===== config.mk =====
export PLATFORM = sky130hd
export DESIGN_NAME = i2c_lux_target
export DESIGN_NICKNAME = d
export VERILOG_FILES = /design/src/rtl/i2c_lux_target.sv
export SDC_FILE = /design/constraint.sdc
export NUM_CORES = 1
export LEC_CHECK = 0
export ABC_AREA = 0
export CAP_MARGIN = 20
export CORE_MARGIN = 5
export CORE_UTILIZATION = 55
export CTS_BUF_LIST = sky130_fd_sc_hd__clkbuf_8
export CTS_CLUSTER_DIAMETER = 200
export DETAILED_ROUTE_END_ITERATION = 8
export PLACE_DENSITY = 0.75
export RECOVER_POWER = 50
export SLEW_MARGIN = 40
export SYNTH_ARGS = -nofsm -noshare
export SYNTH_HDL_FRONTEND = slang
export SYNTH_SLANG_ARGS = --single-unit

===== constraint.sdc =====
create_clock -name clk -period 15.75 [get_ports clk]
set_input_delay 3.15 -clock clk [delete_from_list [all_inputs] [get_ports clk]]
set_output_delay 3.15 -clock clk [all_outputs]
set_load 0.01 [all_outputs]

===== src/rtl/i2c_lux_target.sv =====
// i2c_lux_target: I2C target emulating a TSL2561-style light sensor.
// A 16x8 register map: 0x0-0xB are bus-writable, and 0xC-0xF return a snapshot
// of the ch0/ch1 ADC words. The snapshot is taken when a read's address is ACKed.
// Ports:
//   clk, reset          100 MHz clock, async active-high reset
//   scl_i, sda_i        async pad inputs (synchronised + glitch filtered)
//   sda_oe              1 = pull SDA low, 0 = release
//   ch0_data, ch1_data  live ADC counts (clk domain)
//   ctrl_out            register 0x0 contents
//   wr_strobe/addr/data one-cycle report of a committed write to 0x0-0xB
//   busy                high from START until STOP
module i2c_lux_target #(
  parameter logic [6:0]  TARGET_ADDR = 7'h39,
  parameter int unsigned FILT_LEN    = 4,
  parameter int unsigned HOLD_CYC    = 10
) (
  input  logic        clk,
  input  logic        reset,
  input  logic        scl_i,
  input  logic        sda_i,
  output logic        sda_oe,
  input  logic [15:0] ch0_data,
  input  logic [15:0] ch1_data,
  output logic [7:0]  ctrl_out,
  output logic        wr_strobe,
  output logic [3:0]  wr_addr,
  output logic [7:0]  wr_data,
  output logic        busy
);

  localparam int unsigned FCW = $clog2(FILT_LEN + 1);
  localparam int unsigned HCW = $clog2(HOLD_CYC + 1);

  typedef enum logic [2:0] {
    IDLE, ADDR, ADDR_ACK, WR_BYTE, WR_ACK, RD_BYTE, RD_ACK, IGNORE
  } state_t;

  logic [1:0]       scl_s, sda_s;
  logic [FCW-1:0]   scl_cnt, sda_cnt;
  logic             scl_f, sda_f, scl_fd, sda_fd;
  logic             scl_rise, scl_fall, start_det, stop_det;

  state_t           state;
  logic [3:0]       bit_cnt;
  logic [7:0]       shift;
  logic [7:0]       tx;
  logic             rw;
  logic             first_byte;
  logic             ack_bit;
  logic [3:0]       ptr;
  logic [11:0][7:0] regs;
  logic [31:0]      snap;
  logic             oe_next;
  logic [HCW-1:0]   hold_cnt;
  logic [7:0]       rd_live, rd_snap;

  // Two-flop synchroniser followed by a stability filter on each line
  always_ff @(posedge clk or posedge reset) begin
    if (reset) begin
      scl_s   <= 2'b11;
      sda_s   <= 2'b11;
      scl_cnt <= '0;
      sda_cnt <= '0;
      scl_f   <= 1'b1;
      sda_f   <= 1'b1;
      scl_fd  <= 1'b1;
      sda_fd  <= 1'b1;
    end else begin
      scl_s  <= {scl_s[0], scl_i};
      sda_s  <= {sda_s[0], sda_i};
      scl_fd <= scl_f;
      sda_fd <= sda_f;
      if (scl_s[1] == scl_f) begin
        scl_cnt <= '0;
      end else if (scl_cnt == FCW'(FILT_LEN - 1)) begin
        scl_f   <= scl_s[1];
        scl_cnt <= '0;
      end else begin
        scl_cnt <= scl_cnt + FCW'(1);
      end
      if (sda_s[1] == sda_f) begin
        sda_cnt <= '0;
      end else if (sda_cnt == FCW'(FILT_LEN - 1)) begin
        sda_f   <= sda_s[1];
        sda_cnt <= '0;
      end else begin
        sda_cnt <= sda_cnt + FCW'(1);
      end
    end
  end

  assign scl_rise  =  scl_f & ~scl_fd;
  assign scl_fall  = ~scl_f &  scl_fd;
  assign start_det = ~sda_f &  sda_fd & scl_f;
  assign stop_det  =  sda_f & ~sda_fd & scl_f;

  // Register map read mux; 0xC-0xF come from the given 32-bit {ch1,ch0} word
  function automatic logic [7:0] rd_mux(input logic [3:0] p,
                                        input logic [31:0] s,
                                        input logic [11:0][7:0] r);
    logic [7:0] v;
    v = 8'h00;
    case (p)
      4'hC:    v = s[7:0];
      4'hD:    v = s[15:8];
      4'hE:    v = s[23:16];
      4'hF:    v = s[31:24];
      default: v = r[p];
    endcase
    return v;
  endfunction

  // First read byte uses the live ADC words because the snapshot loads on the same edge
  assign rd_live = rd_mux(ptr, {ch1_data, ch0_data}, regs);
  assign rd_snap = rd_mux(ptr, snap, regs);
  assign ctrl_out = regs[0];

  // Protocol FSM: bits sampled on SCL rise, next SDA level chosen on SCL fall
  // and applied HOLD_CYC cycles later through hold_cnt/oe_next.
  always_ff @(posedge clk or posedge reset) begin
    if (reset) begin
      state      <= IDLE;
      bit_cnt    <= '0;
      shift      <= '0;
      tx         <= '0;
      rw         <= 1'b0;
      first_byte <= 1'b0;
      ack_bit    <= 1'b1;
      ptr        <= '0;
      regs       <= '0;
      snap       <= '0;
      oe_next    <= 1'b0;
      hold_cnt   <= '0;
      sda_oe     <= 1'b0;
      busy       <= 1'b0;
      wr_strobe  <= 1'b0;
      wr_addr    <= '0;
      wr_data    <= '0;
    end else begin
      wr_strobe <= 1'b0;
      if (hold_cnt != '0) begin
        hold_cnt <= hold_cnt - HCW'(1);
        if (hold_cnt == HCW'(1)) sda_oe <= oe_next;
      end

      if (start_det) begin
        state    <= ADDR;
        bit_cnt  <= '0;
        busy     <= 1'b1;
        sda_oe   <= 1'b0;
        hold_cnt <= '0;
      end else if (stop_det) begin
        state    <= IDLE;
        busy     <= 1'b0;
        sda_oe   <= 1'b0;
        hold_cnt <= '0;
      end else begin
        if (scl_rise) begin
          case (state)
            ADDR, WR_BYTE: begin
              shift   <= {shift[6:0], sda_f};
              bit_cnt <= bit_cnt + 4'd1;
            end
            RD_BYTE: bit_cnt <= bit_cnt + 4'd1;
            RD_ACK:  ack_bit <= sda_f;
            WR_ACK: begin
              // Commit on the ACK clock so an aborted byte never writes
              if (first_byte) begin
                ptr        <= shift[3:0];
                first_byte <= 1'b0;
              end else begin
                if (ptr <= 4'hB) begin
                  regs[ptr] <= shift;
                  wr_strobe <= 1'b1;
                  wr_addr   <= ptr;
                  wr_data   <= shift;
                end
                ptr <= ptr + 4'd1;
              end
            end
            default: ;
          endcase
        end

        if (scl_fall) begin
          hold_cnt <= HCW'(HOLD_CYC);
          oe_next  <= 1'b0;
          case (state)
            ADDR: begin
              if (bit_cnt == 4'd8) begin
                bit_cnt <= '0;
                if (shift[7:1] == TARGET_ADDR) begin
                  rw      <= shift[0];
                  state   <= ADDR_ACK;
                  oe_next <= 1'b1;
                end else begin
                  state <= IGNORE;
                end
              end
            end
            ADDR_ACK: begin
              bit_cnt <= '0;
              if (rw) begin
                snap    <= {ch1_data, ch0_data};
                tx      <= {rd_live[6:0], 1'b0};
                oe_next <= ~rd_live[7];
                state   <= RD_BYTE;
              end else begin
                first_byte <= 1'b1;
                state      <= WR_BYTE;
              end
            end
            WR_BYTE: begin
              if (bit_cnt == 4'd8) begin
                bit_cnt <= '0;
                oe_next <= 1'b1;
                state   <= WR_ACK;
              end
            end
            WR_ACK: begin
              bit_cnt <= '0;
              state   <= WR_BYTE;
            end
            RD_BYTE: begin
              if (bit_cnt == 4'd8) begin
                bit_cnt <= '0;
                ptr     <= ptr + 4'd1;
                state   <= RD_ACK;
              end else begin
                oe_next <= ~tx[7];
                tx      <= {tx[6:0], 1'b0};
              end
            end
            RD_ACK: begin
              bit_cnt <= '0;
              if (!ack_bit) begin
                tx      <= {rd_snap[6:0], 1'b0};
                oe_next <= ~rd_snap[7];
                state   <= RD_BYTE;
              end else begin
                state <= IGNORE;
              end
            end
            default: ;
          endcase
        end
      end
    end
  end

endmodule


==> impl_metrics.xml, run 1 <==
<?xml version="1.0" encoding="UTF-8"?>
<metrics>
  <group name="route">
    <metric name="routed-via-count" unit="">6174</metric>
    <metric name="drtAntennaViolNets" unit="">0</metric>
    <metric name="routed_via_density" unit="">6.22</metric>
    <metric name="totalWireLength" unit="µm">21300</metric>
    <metric name="drt_iter0_markers" unit="">621</metric>
    <metric name="drt-pass1-iter-count" unit="">5</metric>
    <metric name="avgRoutedWirePerCell" unit="µm">21.5</metric>
    <metric name="detail_route.drc_violations" unit="">0</metric>
  </group>
  <group name="worst_setup_path">
    <metric name="maximum_fanout_count_along_the_critical_path" unit="">124</metric>
    <metric name="r2r.worst_path.cells" unit="">5</metric>
    <metric name="timing.critical_path.arrival" unit="ps">6810</metric>
    <metric name="crit-reg2reg-capture" unit="">regs[95]</metric>
    <metric name="rr_startpoint" unit="">scl_f</metric>
    <metric name="critPathMaxStageDelay" unit="ps">2990</metric>
    <metric name="critical_path.n_buffers_inverters" unit="">2</metric>
    <metric name="worst_path_max_delay_cell" unit="">clkinvlp_2</metric>
    <metric name="r2r_slack" unit="ps">11850</metric>
    <metric name="worstSetupStartpointType" unit="">primary input</metric>
    <metric name="end_kind" unit="">async pin</metric>
    <metric name="cpLargestDelayFamily" unit="">buffers and inverters</metric>
    <metric name="crit_chain" unit="">dlygate4sd3_1 &gt; clkinvlp_2</metric>
    <metric name="required" unit="ps">15370</metric>
    <metric name="setup.worst_path.class" unit="">in2async</metric>
  </group>
  <group name="global_routing">
    <metric name="first_global_vias" unit="">6456</metric>
    <metric name="antenna_found_initial" unit="">0</metric>
    <metric name="global_route_wire_length_before_repair" unit="µm">35100</metric>
    <metric name="grt_usage" unit="">0.225</metric>
    <metric name="largest_net_degree_at_the_start_of_global_routing" unit="">125</metric>
    <metric name="gr_ovfl_total" unit="">0</metric>
  </group>
  <group name="clocking">
    <metric name="cts.htree.levels" unit="">4</metric>
    <metric name="cts_buffers" unit="">17</metric>
    <metric name="cts_hold_buffers" unit="">0</metric>
    <metric name="clock-root-buffer" unit="">clkbuf_8</metric>
    <metric name="post_cts_buffers" unit="">0</metric>
    <metric name="worstSkewPairLatency" unit="ps">490</metric>
    <metric name="numClockSinks" unit="">191</metric>
    <metric name="cts_tree" unit="">done</metric>
    <metric name="number_of_buffers_on_the_longest_clock_path" unit="">2</metric>
    <metric name="clock_transition_time_at_the_flip_flop_clock_pins_of_the_worst_setup_and_hold_paths" unit="ps">90</metric>
    <metric name="cts_resized" unit="">0</metric>
  </group>
  <group name="synth">
    <metric name="edff_count_synth" unit="">0</metric>
    <metric name="synth-seq-area-share" unit="">0.517</metric>
    <metric name="yosysUniqueCellTypes" unit="">61</metric>
    <metric name="yosysTopAreaCellShare" unit="">0.491</metric>
    <metric name="synthDominantAreaCellType" unit="">dfrtp_1</metric>
    <metric name="synth.top_cells.by_area" unit="">dfrtp_1 49%, mux2_2 16%, mux4_2 4.1%</metric>
    <metric name="async_reset_ff_frac" unit="">1.00</metric>
    <metric name="yosys_warnings" unit="">0</metric>
    <metric name="post_synthesis_cell_area" unit="mm²">0.00927</metric>
    <metric name="count_of_mapped_cells_out_of_synthesis" unit="">733</metric>
    <metric name="synth_seq_cells" unit="">191</metric>
    <metric name="synth_area_per_cell" unit="µm²">12.6</metric>
    <metric name="post_synth_net_total" unit="">779</metric>
    <metric name="synthFlopType" unit="">dfrtp_1</metric>
  </group>
  <group name="placement">
    <metric name="place_hpwl" unit="µm">14600</metric>
    <metric name="dpl-instance-area" unit="mm²">0.00992</metric>
    <metric name="port_buffers" unit="">58</metric>
    <metric name="gp_congestion" unit="">0.894</metric>
    <metric name="place_inst" unit="">961</metric>
  </group>
  <group name="die">
    <metric name="initial_core_util" unit="">0.559</metric>
    <metric name="pin_count" unit="">59</metric>
    <metric name="core_region_area" unit="mm²">0.0166</metric>
    <metric name="dieArea" unit="mm²">0.0195</metric>
    <metric name="chipWidth" unit="µm">140</metric>
    <metric name="std_cell_rows" unit="">47</metric>
    <metric name="die_h" unit="µm">140</metric>
  </group>
  <group name="run">
    <metric name="drv.max_cap_violation_count" unit="">1</metric>
  </group>
  <group name="final_layout">
    <metric name="insertedDiodeCount" unit="">0</metric>
    <metric name="fill_cells" unit="">1319</metric>
    <metric name="instances_no_fill" unit="">993</metric>
    <metric name="seqCellArea" unit="mm²">0.00479</metric>
    <metric name="fin_nets" unit="">806</metric>
    <metric name="area_growth" unit="%">10.4</metric>
    <metric name="postLayoutCellArea" unit="mm²">0.0102</metric>
    <metric name="multiInputGateArea" unit="mm²">0.00409</metric>
    <metric name="post_route_cells_drive_above_1_share" unit="">0.254</metric>
  </group>
  <group name="power_and_ir_drop">
    <metric name="power.ir.vdd_worst" unit="mV">0.0594</metric>
    <metric name="power_leakage" unit="µW">0.00462</metric>
    <metric name="power_density_relative_to_cell_area" unit="mW/mm²">139</metric>
    <metric name="finalPower" unit="µW">1420</metric>
  </group>
  <group name="sta">
    <metric name="worst_pin_slew" unit="ps">5410</metric>
    <metric name="timing.final.crit_period" unit="ps">7190</metric>
    <metric name="final-setup-viol-count" unit="">0</metric>
    <metric name="report.final.slew_viol_count" unit="">125</metric>
    <metric name="rsz0062_at_grt" unit="">no</metric>
    <metric name="max_freq" unit="MHz">139</metric>
    <metric name="part_of_the_cycle_the_worst_path_needs" unit="">0.457</metric>
    <metric name="final.setup.tns" unit="ps">0</metric>
    <metric name="fin_skew" unit="ps">14.6</metric>
    <metric name="hold-worst-slack" unit="ps">362</metric>
    <metric name="final-hold-violation-count" unit="">0</metric>
    <metric name="slew-limit-headroom" unit="">-2.63</metric>
  </group>
  <group name="hold_path">
    <metric name="hold_path_end" unit="">sda_s[1]</metric>
    <metric name="min_delay_path_depth" unit="">0</metric>
    <metric name="critical_hold_path_startpoint" unit="">sda_s[0]</metric>
    <metric name="class_of_the_tightest_hold_or_removal_check" unit="">reg2reg</metric>
  </group>
  <group name="outcome">
    <metric name="run_status" unit="">finished, violations left</metric>
    <metric name="violated_checks" unit="">max-capacitance violations, max-slew violations</metric>
  </group>
</metrics>
-- per-stage QoR --
step / setup WS, ps / util
global placement: 10530 / 0.598
floorplan: 7420 / -
global route: 7610 / 0.617
finish: 8560 / 0.617
CTS: 11130 / 0.623
detailed placement: 10720 / 0.598
-- sequential cells by signal (all words and copies together) (netlist names), 2 cells and up --
signal / cells
scl_s: 2
bit_cnt: 4
regs: 88
ctrl_out: 8
sda_cnt: 3
wr_addr: 4
hold_cnt: 4
ptr: 4
wr_data: 8
shift: 8
scl_cnt: 3
sda_s: 2
snap: 32
state: 3
tx: 7
-- kinds of logic (layout without fill, tap and decap cells) --
kind of cell,count (synthesis),count (layout),share of synthesized area
AO/OA/AOI/OAI,126,126,0.0916
XOR/XNOR,7,7,0.00743
adder cells (fa/ha/maj),10,10,0.0135
buffers and inverters,66,106,0.0317
flip-flops,191,191,0.517
multiplexers,188,188,0.247
AND/OR/NAND/NOR,145,145,0.0914
-- power breakdown --
group	switching (µW)	internal, µW
Combinational	253	187
Clock	186	147
Sequential	98.8	547
Total	538	881
-- synthesized netlist by cell type, types with 8 or more instances --
library cell  count
a21oi_1          25
a22oi_1          25
buf_1             8
buf_2            10
buf_4             9
clkbuf_1         28
dfrtp_1         182
dfstp_2           9
ha_1             10
inv_1            10
mux2_1           28
mux2_2          130
mux2i_1          13
mux4_2           17
nand2_1          45
nand2_4           8
nand2b_1          8
nand3_1          15
nor2_1           14
nor2b_1          10
nor3_1            9
o21ai_0          22
o22ai_1          10
-- routing by layer --
layer / global-route usage / vias to the layer above / wire length, µm
met3: 0.0422 / 35 / 1040
li1: - / 2768 / -
met4: 0.0729 / 0 / 432
met2: 0.362 / 184 / 10400
met1: 0.312 / 3187 / 9470
met5: 0 / - / 0
-- worst max-delay path by stage --
stage                      from          end  slack [ps]  cells after the start
floorplan                 reset   bit_cnt[0]        7420                      1
global placement          reset     regs[81]       10530                      3
detailed placement        reset     regs[89]       10720                      3
CTS                 ctrl_out[7]  ctrl_out[7]       11130                      1
global route              reset     regs[71]        7610                      2
finish                    reset   bit_cnt[3]        8560                      2
-- cells in the final DEF (no fill, tap or decap), drive strengths merged, types with 5 or more instances in the layout --
cell | netlist | layout
dfrtp | 182 | 182
mux2 | 158 | 158
nand2 | 53 | 53
dlygate4sd3 | 0 | 35
a21oi | 25 | 25
a22oi | 25 | 25
clkdlybuf4s50 | 0 | 23
o21ai | 22 | 22
inv | 10 | 18
mux4 | 17 | 17
clkbuf | 28 | 17
nor2 | 15 | 15
nand3 | 15 | 15
mux2i | 13 | 13
nor3 | 11 | 11
nor2b | 10 | 10
o22ai | 10 | 10
ha | 10 | 10
dfstp | 9 | 9
nand2b | 8 | 8
a31oi | 6 | 6
a221oi | 6 | 6
nor3b | 6 | 6
xnor2 | 5 | 5
buf | 27 | 5
-- layout make-up --
class	instances	area share
Sequential cell	191	0.468
Clock buffer	17	0.0229
Tap cell	220	0.0269
Clock inverter	15	0.0171
Timing Repair Buffer	63	0.0608
Inverter	11	0.00416
Multi-Input combinational cell	476	0.400
Power figures use the tool's default switching activity.
==> inputs of run 2 (changes only) <==
clock period = 7.5 ns   (was 15.75 ns; I/O delays follow)
==> run 2 against run 1 <==
Against the previous run: the run still ends with max-capacitance violations, max-slew violations left; register-to-register slack got worse by 8100 ps; core utilization increased by 0.51 points; global-route usage decreased by 0.63 points; critical path depth increased by 3; sequential power increased by 110%; critical endpoint is now regs[53].
==> impl_metrics.xml, run 2 (synthesis results as in run 1) <==
<?xml version="1.0" encoding="UTF-8"?>
<metrics>
  <group name="final_layout">
    <metric name="final_common_cell" unit="">dfrtp_1</metric>
    <metric name="post_route_cells_drive_above_1_share" unit="">0.266</metric>
    <metric name="fin_nets" unit="">806</metric>
    <metric name="biggest_register" unit="">regs</metric>
    <metric name="final_cell_mix" unit="">182 x dfrtp_1, 130 x mux2_2, 55 x clkdlybuf4s50_1</metric>
    <metric name="fill_cells" unit="">1252</metric>
    <metric name="largest_register_ff_count" unit="">88</metric>
    <metric name="area_growth" unit="%">11.3</metric>
    <metric name="multiInputGateArea" unit="mm²">0.00417</metric>
    <metric name="reg_top3" unit="">regs x88, snap x32</metric>
    <metric name="seqCellArea" unit="mm²">0.00479</metric>
    <metric name="insertedDiodeCount" unit="">0</metric>
  </group>
  <group name="clocking">
    <metric name="cts_hold_buffers" unit="">0</metric>
    <metric name="numClockSinks" unit="">191</metric>
    <metric name="worstSkewPairLatency" unit="ps">480</metric>
    <metric name="post_cts_buffers" unit="">0</metric>
    <metric name="cts_resized" unit="">0</metric>
    <metric name="clock_transition_time_at_the_flip_flop_clock_pins_of_the_worst_setup_and_hold_paths" unit="ps">90</metric>
    <metric name="number_of_buffers_on_the_longest_clock_path" unit="">2</metric>
    <metric name="cts_buffers" unit="">17</metric>
    <metric name="clock-root-buffer" unit="">clkbuf_8</metric>
    <metric name="cts.htree.levels" unit="">4</metric>
    <metric name="cts_tree" unit="">done</metric>
  </group>
  <group name="worst_setup_path">
    <metric name="maximum_fanout_count_along_the_critical_path" unit="">18</metric>
    <metric name="rr_startpoint" unit="">scl_f</metric>
    <metric name="crit_chain" unit="">nor2b_1 &gt; nand4_1 &gt; nor2_1 &gt; nand2_1 &gt; mux2_2</metric>
    <metric name="timing.critical_path.arrival" unit="ps">4140</metric>
    <metric name="critPathMaxStageDelay" unit="ps">1030</metric>
    <metric name="crit-reg2reg-capture" unit="">regs[53]</metric>
    <metric name="setup.worst_path.class" unit="">reg2reg</metric>
    <metric name="required" unit="ps">7860</metric>
    <metric name="r2r_slack" unit="ps">3720</metric>
    <metric name="worstSetupStartpointType" unit="">flop</metric>
    <metric name="end_kind" unit="">flop</metric>
    <metric name="worst_path_max_delay_cell" unit="">nand4_1</metric>
    <metric name="r2r.worst_path.cells" unit="">5</metric>
  </group>
  <group name="run">
    <metric name="drv.max_cap_violation_count" unit="">1</metric>
  </group>
  <group name="power_and_ir_drop">
    <metric name="power_density_relative_to_cell_area" unit="mW/mm²">290</metric>
    <metric name="finalPower" unit="µW">2990</metric>
    <metric name="power_leakage" unit="µW">0.00472</metric>
    <metric name="power.ir.vdd_worst" unit="mV">0.137</metric>
  </group>
  <group name="sta">
    <metric name="max_freq" unit="MHz">264</metric>
    <metric name="final-hold-violation-count" unit="">0</metric>
    <metric name="worst_pin_slew" unit="ps">1770</metric>
    <metric name="part_of_the_cycle_the_worst_path_needs" unit="">0.504</metric>
    <metric name="report.final.slew_viol_count" unit="">33</metric>
    <metric name="final.setup.tns" unit="ps">0</metric>
    <metric name="rsz0062_at_grt" unit="">no</metric>
    <metric name="fin_skew" unit="ps">19.0</metric>
    <metric name="final-setup-viol-count" unit="">0</metric>
    <metric name="slew-limit-headroom" unit="">-0.181</metric>
    <metric name="timing.final.crit_period" unit="ps">3780</metric>
  </group>
  <group name="route">
    <metric name="avgRoutedWirePerCell" unit="µm">21.0</metric>
    <metric name="drt_iter0_markers" unit="">563</metric>
    <metric name="drt-pass1-iter-count" unit="">6</metric>
    <metric name="drtAntennaViolNets" unit="">0</metric>
    <metric name="routed-via-count" unit="">6141</metric>
    <metric name="totalWireLength" unit="µm">20800</metric>
    <metric name="detail_route.drc_violations" unit="">0</metric>
    <metric name="routed_via_density" unit="">6.19</metric>
  </group>
  <group name="die">
    <metric name="chipWidth" unit="µm">140</metric>
    <metric name="core_region_area" unit="mm²">0.0166</metric>
    <metric name="pin_count" unit="">59</metric>
    <metric name="initial_core_util" unit="">0.559</metric>
    <metric name="dieArea" unit="mm²">0.0195</metric>
    <metric name="std_cell_rows" unit="">47</metric>
    <metric name="die_h" unit="µm">140</metric>
  </group>
  <group name="global_routing">
    <metric name="largest_net_degree_at_the_start_of_global_routing" unit="">125</metric>
    <metric name="gr_ovfl_total" unit="">0</metric>
    <metric name="first_global_vias" unit="">6364</metric>
    <metric name="grt_usage" unit="">0.219</metric>
    <metric name="antenna_found_initial" unit="">0</metric>
    <metric name="global_route_wire_length_before_repair" unit="µm">34200</metric>
  </group>
  <group name="hold_path">
    <metric name="class_of_the_tightest_hold_or_removal_check" unit="">reg2reg</metric>
    <metric name="min_delay_path_depth" unit="">0</metric>
    <metric name="hold_path_end" unit="">scl_s[1]</metric>
    <metric name="critical_hold_path_startpoint" unit="">scl_s[0]</metric>
  </group>
  <group name="placement">
    <metric name="gp_congestion" unit="">0.898</metric>
    <metric name="place_hpwl" unit="µm">14100</metric>
    <metric name="port_buffers" unit="">58</metric>
  </group>
  <group name="outcome">
    <metric name="violated_checks" unit="">max-capacitance violations, max-slew violations</metric>
    <metric name="run_status" unit="">finished, violations left</metric>
  </group>
</metrics>
[run 2: changes by cell type in the layout (fill, tap and decap cells not counted), sizes merged]
cell	before	now
inv	18	14
dlygate4sd3	35	3
buf	5	4
clkdlybuf4s50	23	55
clkinv	4	5
clkbuf	17	21
clkinvlp	2	1
[run 2: how the worst max path moves through the flow]
stage,from,endpoint,slack (ps),cells after the start
6_report,scl_f,regs[53],3720,5
5_1_grt,scl_f,regs[52],3500,5
4_1_cts,ctrl_out[7],ctrl_out[7],4550,1
3_5_place_dp,reset,regs[89],4130,3
3_3_place_gp,reset,regs[81],3920,3
2_1_floorplan,reset,bit_cnt[0],820,1
[run 2: metrics by stage]
stage,cell area [µm²],hold slack [ps],std cells,setup WS (ps),util
2_1_floorplan,9270,345,733,816,-
3_3_place_gp,9910,346,961,3920,0.598
3_5_place_dp,9920,350,961,4130,0.598
4_1_cts,10300,363,992,4550,0.623
5_1_grt,10300,366,992,3500,0.622
6_report,10300,361,992,3720,0.622
[run 2: worst max-delay path: cells and delay by family (launching register included)]
family	cells	cell delay (ps)
mux	1	400
simple gates	4	2550
flops	1	710
[run 2: final cells by class]
type / instances / area share
clock buffer: 20 / 0.0267
clock inverter: 11 / 0.0124
multi-input combinational: 476 / 0.405
inverter: 11 / 0.00522
timing repair buffer: 63 / 0.0599
tap: 220 / 0.0267
sequential: 191 / 0.465
[run 2: layer usage]
layer  vias up  track usage  routed length [µm]
met5         -            0                   0
met4         0       0.0821                 501
met3        41       0.0484                1200
met2       192        0.353                9940
met1      3154        0.292                9170
li1       2754            -                   -
[run 2: report_power, final]
group	internal (µW)	total, µW	switching (µW)
Clock	325	688	364
Combinational	400	952	552
Sequential	1150	1350	205
==> inputs of run 3 (changes only) <==
PLACE_DENSITY = 0.78   (was 0.75)
clock period = 3.1 ns   (was 7.5 ns; I/O delays follow)
==> run 3 against run 2 <==
Against the previous run: the flow now finishes without violations; clock-buffer cell count increased by 2; critical path depth unchanged; sequential cell count unchanged; final cell count increased by 1.5%; cell area increased by 1.7%; first-iteration DRC count decreased by 2.3%; setup slack got worse by 3200 ps; critical endpoint is now regs[29].
==> impl_metrics.xml, run 3 (synthesis results as in run 1) <==
<?xml version="1.0" encoding="UTF-8"?>
<metrics>
  <group name="sta">
    <metric name="report.final.slew_viol_count" unit="">0</metric>
    <metric name="slew-limit-headroom" unit="">0.0432</metric>
    <metric name="worst_slack" unit="ps">482</metric>
    <metric name="fin_skew" unit="ps">12.6</metric>
    <metric name="max_freq" unit="MHz">382</metric>
    <metric name="final.setup.tns" unit="ps">0</metric>
    <metric name="final-setup-viol-count" unit="">0</metric>
    <metric name="rsz0062_at_grt" unit="">no</metric>
    <metric name="hold-worst-slack" unit="ps">359</metric>
    <metric name="final-hold-violation-count" unit="">0</metric>
    <metric name="worst_pin_slew" unit="ps">1440</metric>
    <metric name="part_of_the_cycle_the_worst_path_needs" unit="">0.845</metric>
    <metric name="timing.final.crit_period" unit="ps">2620</metric>
  </group>
  <group name="die">
    <metric name="dieArea" unit="mm²">0.0195</metric>
    <metric name="chipWidth" unit="µm">140</metric>
    <metric name="core_region_area" unit="mm²">0.0166</metric>
    <metric name="die_h" unit="µm">140</metric>
    <metric name="std_cell_rows" unit="">47</metric>
    <metric name="pin_count" unit="">59</metric>
    <metric name="initial_core_util" unit="">0.559</metric>
  </group>
  <group name="global_routing">
    <metric name="grt_usage" unit="">0.234</metric>
    <metric name="largest_net_degree_at_the_start_of_global_routing" unit="">60</metric>
    <metric name="gr_ovfl_total" unit="">0</metric>
    <metric name="first_global_vias" unit="">6591</metric>
    <metric name="antenna_found_initial" unit="">0</metric>
    <metric name="global_route_wire_length_before_repair" unit="µm">36300</metric>
  </group>
  <group name="route">
    <metric name="detail_route.drc_violations" unit="">0</metric>
    <metric name="wl_met2" unit="µm">10900</metric>
    <metric name="avgRoutedWirePerCell" unit="µm">22.1</metric>
    <metric name="routed-via-count" unit="">6342</metric>
    <metric name="detail_route.wirelength.met1" unit="µm">9460</metric>
    <metric name="routed_via_density" unit="">6.30</metric>
    <metric name="wl_met3" unit="µm">1350</metric>
    <metric name="drt-pass1-iter-count" unit="">5</metric>
    <metric name="dr.max_layer_used" unit="">met4</metric>
    <metric name="drtAntennaViolNets" unit="">0</metric>
    <metric name="totalWireLength" unit="µm">22200</metric>
    <metric name="drt_iter0_markers" unit="">550</metric>
  </group>
  <group name="run">
    <metric name="drv.max_cap_violation_count" unit="">0</metric>
  </group>
  <group name="final_layout">
    <metric name="instances_no_fill" unit="">1007</metric>
    <metric name="biggest_register" unit="">regs</metric>
    <metric name="final_common_cell" unit="">dfrtp_1</metric>
    <metric name="area_growth" unit="%">13.1</metric>
    <metric name="reg_top3" unit="">regs x88, snap x32</metric>
    <metric name="fin_nets" unit="">821</metric>
    <metric name="final_cell_mix" unit="">182 x dfrtp_1, 130 x mux2_2, 55 x clkdlybuf4s50_1</metric>
    <metric name="postLayoutCellArea" unit="mm²">0.0105</metric>
    <metric name="largest_register_ff_count" unit="">88</metric>
    <metric name="post_route_cells_drive_above_1_share" unit="">0.280</metric>
    <metric name="fill_cells" unit="">1247</metric>
    <metric name="insertedDiodeCount" unit="">0</metric>
  </group>
  <group name="placement">
    <metric name="place_hpwl" unit="µm">15400</metric>
    <metric name="place_inst" unit="">975</metric>
    <metric name="pre_cts_ws" unit="ps">568</metric>
    <metric name="dpl-instance-area" unit="mm²">0.0101</metric>
    <metric name="gp_congestion" unit="">0.911</metric>
    <metric name="port_buffers" unit="">58</metric>
  </group>
  <group name="power_and_ir_drop">
    <metric name="power_density_relative_to_cell_area" unit="mW/mm²">714</metric>
    <metric name="power.ir.vdd_worst" unit="mV">0.357</metric>
    <metric name="power_leakage" unit="µW">0.00481</metric>
  </group>
  <group name="clocking">
    <metric name="cts_buffers" unit="">17</metric>
    <metric name="clock-root-buffer" unit="">clkbuf_8</metric>
    <metric name="numClockSinks" unit="">191</metric>
    <metric name="post_cts_buffers" unit="">0</metric>
    <metric name="number_of_buffers_on_the_longest_clock_path" unit="">2</metric>
    <metric name="cts.htree.levels" unit="">4</metric>
    <metric name="cts_hold_buffers" unit="">0</metric>
    <metric name="cts_tree" unit="">done</metric>
    <metric name="worstSkewPairLatency" unit="ps">460</metric>
    <metric name="cts_resized" unit="">0</metric>
    <metric name="clock_transition_time_at_the_flip_flop_clock_pins_of_the_worst_setup_and_hold_paths" unit="ps">90</metric>
  </group>
  <group name="worst_setup_path">
    <metric name="worstSetupStartpointType" unit="">flop</metric>
    <metric name="timing.critical_path.to" unit="">regs[29]</metric>
    <metric name="worst_setup_path_startpoint" unit="">sda_f</metric>
    <metric name="timing.critical_path.arrival" unit="ps">2970</metric>
    <metric name="required" unit="ps">3450</metric>
    <metric name="r2r_slack" unit="ps">480</metric>
    <metric name="crit-reg2reg-capture" unit="">regs[29]</metric>
    <metric name="r2r.worst_path.cells" unit="">5</metric>
    <metric name="maximum_fanout_count_along_the_critical_path" unit="">18</metric>
    <metric name="setup.worst_path.class" unit="">reg2reg</metric>
    <metric name="rr_startpoint" unit="">sda_f</metric>
    <metric name="end_kind" unit="">flop</metric>
  </group>
  <group name="outcome">
    <metric name="run_status" unit="">finished, final reports clean</metric>
  </group>
  <group name="hold_path">
    <metric name="class_of_the_tightest_hold_or_removal_check" unit="">reg2reg</metric>
  </group>
</metrics>
-- run 3: changes by cell type in the layout (fill, tap and decap cells not counted), moves of 2 or more --
cell,before,now
ha_1,7,10
clkinvlp_4,1,3
clkbuf_8,20,22
ha_2,3,0
inv_6,3,0
buf_12,0,3
buf_4,3,14
-- run 3: power by group --
group	internal [µW]	leakage, µW	switching (µW)
clock	900	0.000213	843
combinational	1040	0.00209	1510
sequential	2780	0.00251	406
total	4720	0.00481	2760
-- run 3: worst min-delay path by stage --
stage | from | end | cells past startpoint
global route | sda_s[0] | sda_s[1] | 0
finish | sda_s[0] | sda_s[1] | 0
CTS | sda_s[0] | sda_s[1] | 0
global placement | sda_s[0] | sda_s[1] | 0
floorplan | scl_s[0] | scl_s[1] | 0
detailed placement | sda_s[0] | sda_s[1] | 0
-- run 3: through the flow --
| step | total power, µW | util |
|---|---|---|
| 5_1_grt | 7880 | 0.632 |
| 3_5_place_dp | 5760 | 0.607 |
| 3_3_place_gp | 5640 | 0.607 |
| 4_1_cts | 7490 | 0.633 |
| 6_report | 7480 | 0.632 |
| 2_1_floorplan | 4940 | - |
-- run 3: final cells by class --
class,instances,area (µm²),area share
Multi-Input combinational cell,476,4180,0.399
Clock buffer,22,303,0.0289
Tap cell,220,275,0.0263
Timing Repair Buffer,78,758,0.0723
Inverter,11,42.5,0.00406
Clock inverter,9,131,0.0125
Sequential cell,191,4790,0.457
-- run 3: critical path, stage by stage (launching register included) --
cell and delay, ps:
dfstp_1 810, xnor2_2 230, nand4_4 400, nor3_4 510, nand2_4 180, mux2_1 380
-- run 3: layer usage --
layer | GRT usage | up-vias
met1 | 0.319 | 3288
met2 | 0.376 | 238
li1 | - | 2779
met3 | 0.0515 | 37
met4 | 0.0775 | 0
met5 | 0 | -
